`config.mk`:
```
export PLATFORM = sky130hd
export DESIGN_NAME = logic_op_sequencer
export DESIGN_NICKNAME = d
export VERILOG_FILES = /design/src/rtl/logic_op_sequencer.sv
export SDC_FILE = /design/constraint.sdc
export NUM_CORES = 1
export LEC_CHECK = 0
export ABC_AREA = 1
export BUFFER_PORTS_ARGS = -buffer_cell sky130_fd_sc_hd__buf_2
export CAP_MARGIN = 0
export CELL_PAD_IN_SITES_DETAIL_PLACEMENT = 1
export CELL_PAD_IN_SITES_GLOBAL_PLACEMENT = 1
export CORE_ASPECT_RATIO = 1.5
export CORE_MARGIN = 4
export CORE_UTILIZATION = 40
export CTS_BUF_LIST = sky130_fd_sc_hd__clkbuf_4
export DETAILED_ROUTE_END_ITERATION = 8
export GPL_ROUTABILITY_DRIVEN = 0
export GPL_TIMING_DRIVEN = 0
export PLACE_DENSITY = 0.74
export SYNTH_ARGS = -nofsm -noshare
export SYNTH_HDL_FRONTEND = slang
export SYNTH_SLANG_ARGS = --single-unit
```
`constraint.sdc`:
```
create_clock -name clk -period 2.44 [get_ports clk]
set_input_delay 0.488 -clock clk [delete_from_list [all_inputs] [get_ports clk]]
set_output_delay 0.488 -clock clk [all_outputs]
set_load 0.02 [all_outputs]
```
`src/rtl/logic_op_sequencer.sv`:
```
// Command front-end for the 8-bit logic unit: a small command FIFO feeding a
// registered AND/OR/NOT/XOR stage with accumulator chaining and a valid/ready result slot.
module logic_op_sequencer #(
   parameter int WIDTH = 8,
   parameter int DEPTH = 4
) (
   input  logic                     clk,
   input  logic                     rst_n,
   input  logic                     cmd_valid,
   output logic                     cmd_ready,
   input  logic [1:0]               cmd_op,
   input  logic                     cmd_acc,
   input  logic [WIDTH-1:0]         cmd_a,
   input  logic [WIDTH-1:0]         cmd_b,
   input  logic                     acc_clr,
   output logic                     res_valid,
   input  logic                     res_ready,
   output logic [WIDTH-1:0]         res_data,
   output logic                     res_zero,
   output logic                     res_parity,
   output logic                     res_ones,
   output logic [WIDTH-1:0]         acc_out,
   output logic [$clog2(DEPTH):0]   cmd_count
);

   localparam int PW = $clog2(DEPTH);
   localparam int CW = PW + 1;

   typedef enum logic [1:0] {
      OP_AND = 2'b00,
      OP_OR  = 2'b01,
      OP_NOT = 2'b10,
      OP_XOR = 2'b11
   } op_e;

   typedef struct packed {
      op_e              op;
      logic             acc;
      logic [WIDTH-1:0] a;
      logic [WIDTH-1:0] b;
   } cmd_t;

   typedef enum logic {
      S_EMPTY = 1'b0,
      S_FULL  = 1'b1
   } slot_e;

   cmd_t             mem_q [DEPTH];
   logic [PW-1:0]    wr_ptr_q, wr_ptr_d;
   logic [PW-1:0]    rd_ptr_q, rd_ptr_d;
   logic [CW-1:0]    count_q, count_d;
   slot_e            state_q, state_d;
   logic [WIDTH-1:0] res_data_q, res_data_d;
   logic             res_zero_q, res_zero_d;
   logic             res_parity_q, res_parity_d;
   logic             res_ones_q, res_ones_d;
   logic [WIDTH-1:0] acc_q, acc_d;

   logic             push;
   logic             load;
   cmd_t             push_cmd;
   cmd_t             head;
   logic [WIDTH-1:0] op_a;
   logic [WIDTH-1:0] result;

   // Handshake qualifiers; ready depends on occupancy only.
   assign cmd_ready = (count_q < CW'(DEPTH));
   assign push      = cmd_valid && cmd_ready;
   assign load      = (count_q != '0) && (!res_valid || res_ready);

   assign push_cmd  = '{op: op_e'(cmd_op), acc: cmd_acc, a: cmd_a, b: cmd_b};
   assign head      = mem_q[rd_ptr_q];

   // NOTE: the command storage has no reset; pointers and count alone decide
   // which entries are live, so stale contents after reset are never read.
   always_ff @(posedge clk) begin
      if (push) begin
         mem_q[wr_ptr_q] <= push_cmd;
      end
   end

   // NOTE: every variable assigned in a combinational block gets a default
   // first, so no path leaves it unassigned and no latch is inferred.
   always_comb begin
      wr_ptr_d = wr_ptr_q;
      rd_ptr_d = rd_ptr_q;
      count_d  = count_q;
      if (push) wr_ptr_d = wr_ptr_q + PW'(1);
      if (load) rd_ptr_d = rd_ptr_q + PW'(1);
      case ({push, load})
         2'b10:   count_d = count_q + CW'(1);
         2'b01:   count_d = count_q - CW'(1);
         default: count_d = count_q;
      endcase
   end

   // Output slot FSM: state register.
   // NOTE: sequential state uses non-blocking assignments so every register
   // samples pre-edge values regardless of block ordering.
   always_ff @(posedge clk or negedge rst_n) begin
      if (!rst_n) begin
         state_q <= S_EMPTY;
      end else begin
         state_q <= state_d;
      end
   end

   // Output slot FSM: next state.
   always_comb begin
      state_d = state_q;
      case (state_q)
         S_EMPTY: if (load) state_d = S_FULL;
         S_FULL:  if (res_ready && !load) state_d = S_EMPTY;
         default: state_d = S_EMPTY;
      endcase
   end

   // Output slot FSM: outputs.
   always_comb begin
      res_valid = (state_q == S_FULL);
   end

   // Operand A comes from the accumulator as it stands at execute time.
   always_comb begin
      op_a = head.acc ? acc_q : head.a;
      case (head.op)
         OP_AND:  result = op_a & head.b;
         OP_OR:   result = op_a | head.b;
         OP_NOT:  result = ~op_a;
         OP_XOR:  result = op_a ^ head.b;
         default: result = '0;
      endcase
   end

   always_comb begin
      res_data_d   = res_data_q;
      res_zero_d   = res_zero_q;
      res_parity_d = res_parity_q;
      res_ones_d   = res_ones_q;
      if (load) begin
         res_data_d   = result;
         res_zero_d   = (result == '0);
         res_parity_d = ^result;
         res_ones_d   = &result;
      end
   end

   // A clear wins over the accumulator write of a simultaneous load.
   always_comb begin
      acc_d = acc_q;
      if (acc_clr) begin
         acc_d = '0;
      end else if (load) begin
         acc_d = result;
      end
   end

   always_ff @(posedge clk or negedge rst_n) begin
      if (!rst_n) begin
         wr_ptr_q     <= '0;
         rd_ptr_q     <= '0;
         count_q      <= '0;
         res_data_q   <= '0;
         res_zero_q   <= 1'b0;
         res_parity_q <= 1'b0;
         res_ones_q   <= 1'b0;
         acc_q        <= '0;
      end else begin
         wr_ptr_q     <= wr_ptr_d;
         rd_ptr_q     <= rd_ptr_d;
         count_q      <= count_d;
         res_data_q   <= res_data_d;
         res_zero_q   <= res_zero_d;
         res_parity_q <= res_parity_d;
         res_ones_q   <= res_ones_d;
         acc_q        <= acc_d;
      end
   end

   assign res_data   = res_data_q;
   assign res_zero   = res_zero_q;
   assign res_parity = res_parity_q;
   assign res_ones   = res_ones_q;
   assign acc_out    = acc_q;
   assign cmd_count  = count_q;

endmodule

```
==> reports/metrics.yaml, run 1 <==
sta:
  fin_setup_tns_ps: -1130
  rsz0062_at_grt: "true"
  tightest_slew_ps: 605
  relSlewSlack_pct: 59.6
  timing.hold.ws_ps: -27.7
  hold_viol: 27
  min_period_over_period_pct: 117
  clock.fmax_mhz: 351
  skew_ps: 35.7
  slew_violations: 0
  setup_viol: 6
  final.min_clock_period_ps: 2850
  fin_ws_ps: -406
clocking:
  numCtsBuffers: 9
  cts_tree: "yes"
  root_buffer: "clkbuf_4"
  cts_buffer_depth: 2
  clk_latency_ps: 500
  h-tree-depth: 3
  numClockSinks: 103
  clk_pin_slew_ps: 180
routing:
  vias: 4207
  drtAntennaViolNets: 0
  drt-initial-drc-count: 163
  first_pass_iters: 4
  wl_per_cell_um: 21.7
  vias_per_cell: 5.33
  wirelength_mm: 17.2
  drc: 0
logic_synthesis:
  seq_area_frac_synth_pct: 57.6
  async_reset_ff_share_pct: 26.2
  syn_avg_cell_area_um2: 10.3
  ys_types: 29
  synth_top_area_share_pct: 44.4
  ys.flop_type: "edfxtp_1"
  synth_top_area_cell: "edfxtp_1"
  syn_nets: 551
  ys_ff_latch: 103
  netlist_area_mm2: 0.00514
  synth_cells: 497
  synth-edff-count: 76
  synth_most_common_cell: "nand2_1"
  synth.area.top_cells: "edfxtp_1 44%, dfrtp_1 13%, nand2_1 9.9%"
  synth_common_cells: "135 x nand2_1, 76 x edfxtp_1, 54 x inv_1"
  yosysWarnings: 0
layout:
  layout.cells.non_filler: 789
  num-nets-final: 681
  area_growth_pct: 38.5
  drive_above_1_share_pct: 46.2
setup_path:
  end_kind: "register"
  rr_startpoint: "rd_ptr_q[0]"
  r2r_cells: 17
  critical_path_required_ps: 2840
  arrival_ps: 3250
  path_max_fanout: 8
  r2r_end: "res_parity"
  r2r_slack_ps: -410
  start_kind: "register"
  criticalPathCategory: "register to register"
place:
  place_inst: 704
  port_buffers: 47
  dp_hpwl_mm: 9.07
global_routing:
  grt_max_degree: 28
  grt_pass1_wl_mm: 24.0
  gr-total-overflow: 0
  antenna_found_initial: 1
  grt_pass1_vias: 4664
  track_usage_pct: 21.3
floorplanning:
  die-area_mm2: 0.0148
  die_h_um: 147
  initial_core_util_pct: 41.1
  die_x_um: 101
  coreArea_mm2: 0.0125
  core.rowCount: 50
  io_pins: 48
run_status:
  violations: "hold timing, setup timing"
  status: "complete, but fails checks"
job:
  cap_violations: 0
hold_path:
  hold_class: "input pin to async pin"
-- state kept, by name (all words and copies together) (netlist names) --
name	cells
mem_q	76
acc_out	8
res_data	8
cmd_count	3
rd_ptr_q	2
wr_ptr_q	2
res_ones	1
res_parity	1
res_valid	1
res_zero	1
-- cell usage in the layout (no fill, tap or decap), types with 12 or more instances in the layout --
master    instances
nand2_1          99
edfxtp_1         76
buf_4            52
buf_2            49
nand2_2          42
inv_1            41
dfrtp_1          26
nand3_1          23
ha_1             17
buf_8            14
nand3_2          14
nor2_1           14
o21ai_1          12
-- stage by stage --
step | setup slack [ps] | util (%) | instance area [um^2]
5_1_grt | -508 | 56.9 | 7110
3_3_place_gp | -646 | 44.6 | 5590
2_1_floorplan | -111 | - | 5150
3_5_place_dp | -677 | 45.2 | 5660
4_1_cts | -268 | 53.5 | 6700
6_report | -406 | 56.9 | 7110
-- critical path, cell delays in order (launching register included) --
cell     delay [ps]
dfrtp_2         460
buf_6           150
buf_8           130
buf_8           150
buf_8           140
a21oi_4          70
a32oi_4         240
inv_2           100
ha_4            280
nand3_2          90
nand2_1         110
inv_1            50
nand2_2          90
nand2_4          70
ha_4            260
xnor2_4         130
xnor2_1         170
o21ai_1          70
-- logic make-up after synthesis --
group / share of synthesized area, %
DFF: 57.6
xor gates and xnor gates: 1.19
and+or+nand+nor: 21.9
AOI/OAI and AO/OA: 5.38
buffers and inverters: 6.48
adders and majority gates: 7.45
-- layer usage --
metal / track usage [%] / up-vias / part of all wire (%)
met1: 22.0 / 2108 / 36
met2: 39.9 / 141 / 56
met3: 4.09 / 50 / 3.8
met5: 0 / - / 0
li1: - / 1908 / -
met4: 10.1 / 0 / 4.0
-- worst max path at each step --
stage | cells past startpoint | start | to
after floorplan | 19 | rd_ptr_q[1] | res_parity
after global placement | 16 | rd_ptr_q[0] | res_parity
after detailed placement | 17 | rd_ptr_q[0] | res_parity
after CTS | 17 | rd_ptr_q[0] | res_parity
after global routing | 17 | rd_ptr_q[0] | res_parity
final | 17 | rd_ptr_q[0] | res_parity
-- final cells by class --
type                    instances  area (um^2)
plain buffers                  17          204
multi-input cells             321         2430
repair buffers                119          965
fillers                      1357         5400
clock buffers                   9         67.6
inverters                      56          220
clock inverters                 7         71.3
well taps                     156          195
diodes                          1         2.50
flip-flops and latches        103         2960
-- what timing repair did --
action,in CTS,in global routing
hold buffers,0,0
setup endpoints to repair,7,13
pin swaps,49,49
gates resized for setup,85,95
gates cloned,6,0
buffers inserted,50,15
Power of run 1 is not shown: default switching activity piles up to over one toggle a cycle in this logic, so the estimate is an artifact.
==> run 2, diff against run 1 <==
Settings changed: CTS_BUF_LIST sky130_fd_sc_hd__clkbuf_4 to not set.
==> run 2 against run 1 <==
Largest cell class unchanged. The flow finishes with violations (setup timing). Non-clock buffer count grew 19. Critical path type unchanged. Final cell count increased by 2.3%. Die area is the same. Clock skew shrank 22 ps. Routed wire length is 17% higher.
==> reports/metrics.yaml, run 2 (same netlist as run 1, synthesis figures left out) <==
run_status:
  status: "complete, but fails checks"  # unchanged
  violations: "setup timing"  # was hold timing, setup timing
layout:
  largest_register_ffs: 76  # unchanged
  fillers: 1286  # was 1357
  drive_above_1_share_pct: 50.8  # was 46.2%
  mostFrequentLayoutCells: "91 x nand2_1, 76 x edfxtp_1, 58 x buf_4, 48 x buf_2, 36 x inv_1"  # was 99 x nand2_1, 76 x edfxtp_1, 52 x buf_4, 49 x buf_2, 42 x nand2_2
  area_growth_pct: 50.3  # was 38.5%
  final_common_cell: "nand2_1"  # unchanged
  num-nets-final: 700  # was 681
  regMostFlops: "mem_q"  # unchanged
  diodes: 0  # was 1
sta:
  hold_viol: 0  # was 27
  rsz0062_at_grt: "true"  # unchanged
  skew_ps: 13.6  # was 35.7 ps
  min_period_over_period_pct: 121  # was 117%
  tightest_slew_ps: 623  # was 605 ps
  fin_ws_ps: -515  # was -406 ps
  timing.hold.ws_ps: 137  # was -27.7 ps
  final.min_clock_period_ps: 2960  # was 2850 ps
  slew_violations: 0  # unchanged
  clock.fmax_mhz: 338  # was 351 MHz
  relSlewSlack_pct: 58.3  # was 59.6%
  setup_viol: 11  # was 6
hold_path:
  hold_class: "input pin to async pin"  # unchanged
clocking:
  numCtsBuffers: 9  # unchanged
  numClockSinks: 103  # unchanged
  cts_buffer_depth: 2  # unchanged
  clk_pin_slew_ps: 80  # was 180 ps
  root_buffer: "clkbuf_16"  # was clkbuf_4
  cts_tree: "yes"  # unchanged
  h-tree-depth: 3  # unchanged
  clk_latency_ps: 360  # was 500 ps
global_routing:
  antenna_found_initial: 0  # was 1
  grt_pass1_vias: 4903  # was 4664
  grt_pass1_wl_mm: 28.3  # was 24.0 mm
  grt_max_degree: 28  # unchanged
  gr-total-overflow: 0  # unchanged
  track_usage_pct: 25.5  # was 21.3%
floorplanning:
  initial_core_util_pct: 41.1  # unchanged
  die-area_mm2: 0.0148  # unchanged
  die_h_um: 147  # unchanged
  coreArea_mm2: 0.0125  # unchanged
  io_pins: 48  # unchanged
  die_x_um: 101  # unchanged
  core.rowCount: 50  # unchanged
setup_path:
  criticalPathCategory: "register to register"  # unchanged
  end_kind: "register"  # unchanged
  critical_path_required_ps: 2690  # was 2840 ps
  start_kind: "register"  # unchanged
  arrival_ps: 3210  # was 3250 ps
  path_max_fanout: 6  # was 8
routing:
  vias_per_cell: 5.49  # was 5.33
  drt-initial-drc-count: 303  # was 163
  first_pass_iters: 4  # unchanged
  vias: 4433  # was 4207
  drtAntennaViolNets: 0  # unchanged
  drc: 0  # unchanged
  wl_per_cell_um: 24.9  # was 21.7 um
  wirelength_mm: 20.1  # was 17.2 mm
place:
  dp_hpwl_mm: 9.07  # unchanged
  port_buffers: 47  # unchanged
job:
  cap_violations: 0  # unchanged
-- run 2: cell types whose count changed in the layout (fill, tap and decap cells not counted), moves of 4 or more --
| cell | previous run | this run |
|---|---|---|
| buf_4 | 52 | 58 |
| buf_6 | 11 | 22 |
| clkbuf_4 | 9 | 1 |
| nand2_2 | 42 | 33 |
| nand2_4 | 7 | 23 |
| nand2_1 | 99 | 91 |
| inv_2 | 11 | 16 |
| clkbuf_16 | 0 | 9 |
| inv_1 | 41 | 36 |
| o21ai_2 | 11 | 15 |
-- run 2: final timing paths --
kind	start	to	slack, ps	cells after the start
max	rd_ptr_q[0]	res_parity	-520	20
min	rst_n	res_data[0]	140	1
max reg2reg	rd_ptr_q[0]	res_parity	-520	20
min reg2reg	res_data[5]	res_data[5]	480	2
max in group asynchronous	rst_n	rd_ptr_q[0]	1860	1
min in group clk	res_ready	res_valid	310	2
-- run 2: metal layers --
| layer | up-vias | wire length, um | share of wire (%) | track usage [%] |
|---|---|---|---|---|
| met5 | - | 0 | 0 | 0 |
| met4 | 0 | 1100 | 5.5 | 11.5 |
| met3 | 76 | 899 | 4.5 | 5.18 |
| met2 | 191 | 10800 | 54 | 47.2 |
| met1 | 2222 | 7290 | 36 | 27.0 |
| li1 | 1944 | - | - | - |
-- run 2: what timing repair did --
item	4_1_cts	5_1_grt
hold buffers	0	0
buffers inserted	63	21
gates cloned	7	0
endpoints found under the setup margin	7	13
pin swaps	67	45
resized for setup	157	90
endpoints found under the hold margin	0	0
-- run 2: critical path, cell delays in order, from the launching register on --
cell and delay (ps):
dfrtp_2 460, buf_6 150, buf_12 140, buf_8 130, o21ai_1 190, o21ai_2 110
nand2_4 100, nand2_4 50, inv_2 80, ha_4 120, nand3_1 100, nand2_1 140
nand2_1 100, inv_1 110, nand2_2 90, nand2_2 100, inv_2 50, ha_4 290
xnor2_4 130, xnor2_2 130, o21ai_1 70
-- run 2: area by class of cell --
class                   instances  area [um^2]  area share (%)
plain buffers                  16          206            2.68
clock buffers                   9          225            2.92
clock inverters                 7         71.3           0.924
inverters                      56          220            2.85
multi-input cells             321         2640            34.2
flip-flops and latches        103         2960            38.3
well taps                     156          195            2.53
repair buffers                139         1200            15.6
-- run 2: per-stage QoR --
stage / utilization, % / TNS [ps] / setup slack, ps / std cells / instance area, um^2
after floorplan: - / -111 / -111 / 497 / 5150
after global placement: 44.6 / -22400 / -646 / 700 / 5590
after detailed placement: 45.2 / -1440 / -677 / 704 / 5660
after CTS: 57.6 / -813 / -288 / 789 / 7210
after global routing: 61.7 / -2870 / -570 / 807 / 7720
final: 61.7 / -1980 / -515 / 807 / 7720
Power of run 2 is left out for the same reason.
==> run 3, diff against run 2 <==
Settings changed: CORE_MARGIN 4 to not set.
==> run 3 against run 2 <==
The flow still finishes with violations (setup timing). Global-route usage fell by 2.3 points. First-iteration DRC count fell by 24%. Die area fell by 9.8%. Final cell count fell by 3.3%. Largest cell class unchanged. Critical path type unchanged. Final area fell by 8.6%. Worst hold slack got worse by 2.5 ps.
==> reports/metrics.yaml, run 3 (same netlist as run 1, synthesis figures left out) <==
run_status:
  status: "complete, but fails checks"  # unchanged
  violations: "setup timing"  # unchanged
floorplanning:
  initial_core_util_pct: 41.1  # unchanged
  die-area_mm2: 0.0133  # was 0.0148 mm^2
  io_pins: 48  # unchanged
  coreArea_mm2: 0.0125  # unchanged
  die_x_um: 94.5  # was 101 um
  die_h_um: 141  # was 147 um
  core.rowCount: 50  # unchanged
clocking:
  hold_buffers: 0  # unchanged
  cts_tree: "yes"  # unchanged
  cts_buffer_depth: 2  # unchanged
  root_buffer: "clkbuf_16"  # unchanged
  numClockSinks: 103  # unchanged
  h-tree-depth: 3  # unchanged
  clk_latency_ps: 360  # about the same
  numCtsBuffers: 9  # unchanged
  clk_pin_slew_ps: 70  # was 80 ps
layout:
  fillers: 1341  # was 1286
  num-nets-final: 673  # was 700
  layout.cells.non_filler: 780  # was 807
  diodes: 0  # unchanged
  drive_above_1_share_pct: 39.7  # was 50.8%
  final_common_cell: "nand2_1"  # unchanged
  largest_register_ffs: 76  # unchanged
  regMostFlops: "mem_q"  # unchanged
  area_growth_pct: 37.3  # was 50.3%
  mostFrequentLayoutCells: "108 x nand2_1, 76 x edfxtp_1, 51 x buf_4, 49 x buf_2, 46 x inv_1"  # was 91 x nand2_1, 76 x edfxtp_1, 58 x buf_4, 48 x buf_2, 36 x inv_1
routing:
  vias_per_cell: 5.23  # was 5.49
  drtAntennaViolNets: 0  # unchanged
  vias: 4081  # was 4433
  drc: 0  # unchanged
  drt-initial-drc-count: 229  # was 303
  met1Wirelength_mm: 6.01  # was 7.29 mm
  first_pass_iters: 4  # unchanged
  wl_met3_um: 557  # was 899 um
  met2WireLength_mm: 9.15  # was 10.8 mm
  wl_per_cell_um: 20.7  # was 24.9 um
  dr.max_layer_used: "met4"  # unchanged
  wirelength_mm: 16.2  # was 20.1 mm
global_routing:
  track_usage_pct: 23.2  # was 25.5%
  grt_pass1_vias: 4396  # was 4903
  grt_max_degree: 28  # unchanged
  gr-total-overflow: 0  # unchanged
  grt_pass1_wl_mm: 22.7  # was 28.3 mm
  antenna_found_initial: 0  # unchanged
sta:
  skew_ps: 8.58  # was 13.6 ps
  tightest_slew_ps: 625  # was 623 ps
  hold_viol: 0  # unchanged
  min_period_over_period_pct: 119  # was 121%
  rsz0062_at_grt: "true"  # unchanged
  clock.fmax_mhz: 346  # was 338 MHz
  setup_viol: 4  # was 11
  slew_violations: 0  # unchanged
  relSlewSlack_pct: 58.3  # about the same
  final.min_clock_period_ps: 2890  # was 2960 ps
  fin_ws_ps: -454  # was -515 ps
setup_path:
  path_max_fanout: 5  # was 6
  critical_path_required_ps: 2680  # was 2690 ps
  arrival_ps: 3130  # was 3210 ps
  start_kind: "register"  # unchanged
  criticalPathCategory: "register to register"  # unchanged
  end_kind: "register"  # unchanged
place:
  dp_hpwl_mm: 9.07  # about the same
  port_buffers: 47  # unchanged
  place_inst: 704  # unchanged
job:
  cap_violations: 0  # unchanged
hold_path:
  hold_class: "input pin to async pin"  # unchanged
==> run 3: changes by cell type in the layout (fill, tap and decap cells not counted), sizes merged <==
cell    previous run  this run
buf              152       123
bufbuf             1         2
bufinv             1         2
clkbuf            11        12
inv               58        57
==> run 3: final timing paths <==
check | from | end | slack (ps) | depth (start not counted)
min reg2reg | res_data[1] | res_data[1] | 480 | 2
max in group asynchronous | rst_n | rd_ptr_q[0] | 1870 | 1
min | rst_n | acc_out[1] | 130 | 1
max reg2reg | rd_ptr_q[0] | res_parity | -450 | 19
min in group clk | res_ready | res_valid | 330 | 2
max | rd_ptr_q[0] | res_parity | -450 | 19
==> run 3: worst max-delay path, stage by stage, from the launching register on <==
cell and delay (ps):
dfrtp_2 450, inv_4 90, buf_8 120, nand2_1 80, nand3_4 150, buf_6 140
buf_4 130, nand3_2 100, nand2_2 110, inv_2 50, ha_1 260, nand2_1 50
nand2_1 70, nand2_1 80, nand2_2 120, nand2_4 80, ha_4 260, xnor2_4 180
xnor2_2 130, o21ai_1 80
==> run 3: area by class of cell <==
| type | count | area (um^2) | area share [%] |
|---|---|---|---|
| clock inverters | 7 | 95.1 | 1.35 |
| well taps | 156 | 195 | 2.77 |
| clock buffers | 9 | 225 | 3.19 |
| plain buffers | 16 | 193 | 2.73 |
| multi-input cells | 321 | 2270 | 32.1 |
| flip-flops and latches | 103 | 2960 | 42.0 |
| repair buffers | 112 | 898 | 12.7 |
| inverters | 56 | 218 | 3.09 |
==> run 3: per-layer routing <==
layer  vias up  global-route usage [%]
li1       1893                       -
met5         -                       0
met4         0                    12.3
met3        29                    4.64
met2       103                    43.1
met1      2056                    23.7
==> run 3: through the flow <==
step	utilization [%]	setup slack (ps)	hold WS [ps]	instance area, um^2	setup TNS [ps]
after floorplan	-	-111	192	5150	-111
after global placement	44.6	-705	462	5590	-22680
after detailed placement	45.3	-762	464	5670	-1790
after CTS	53.6	-292	155	6710	-585
after global routing	56.4	-575	190	7050	-1830
final	56.4	-454	135	7050	-1200
==> run 3: timing repair <==
item                       in CTS  in global routing
resized for setup              62                 59
cloned                          3                  1
buffers inserted               41                 17
setup endpoints to repair       5                  9
pin swaps                      37                 43
Power of run 3 is left out for the same reason.
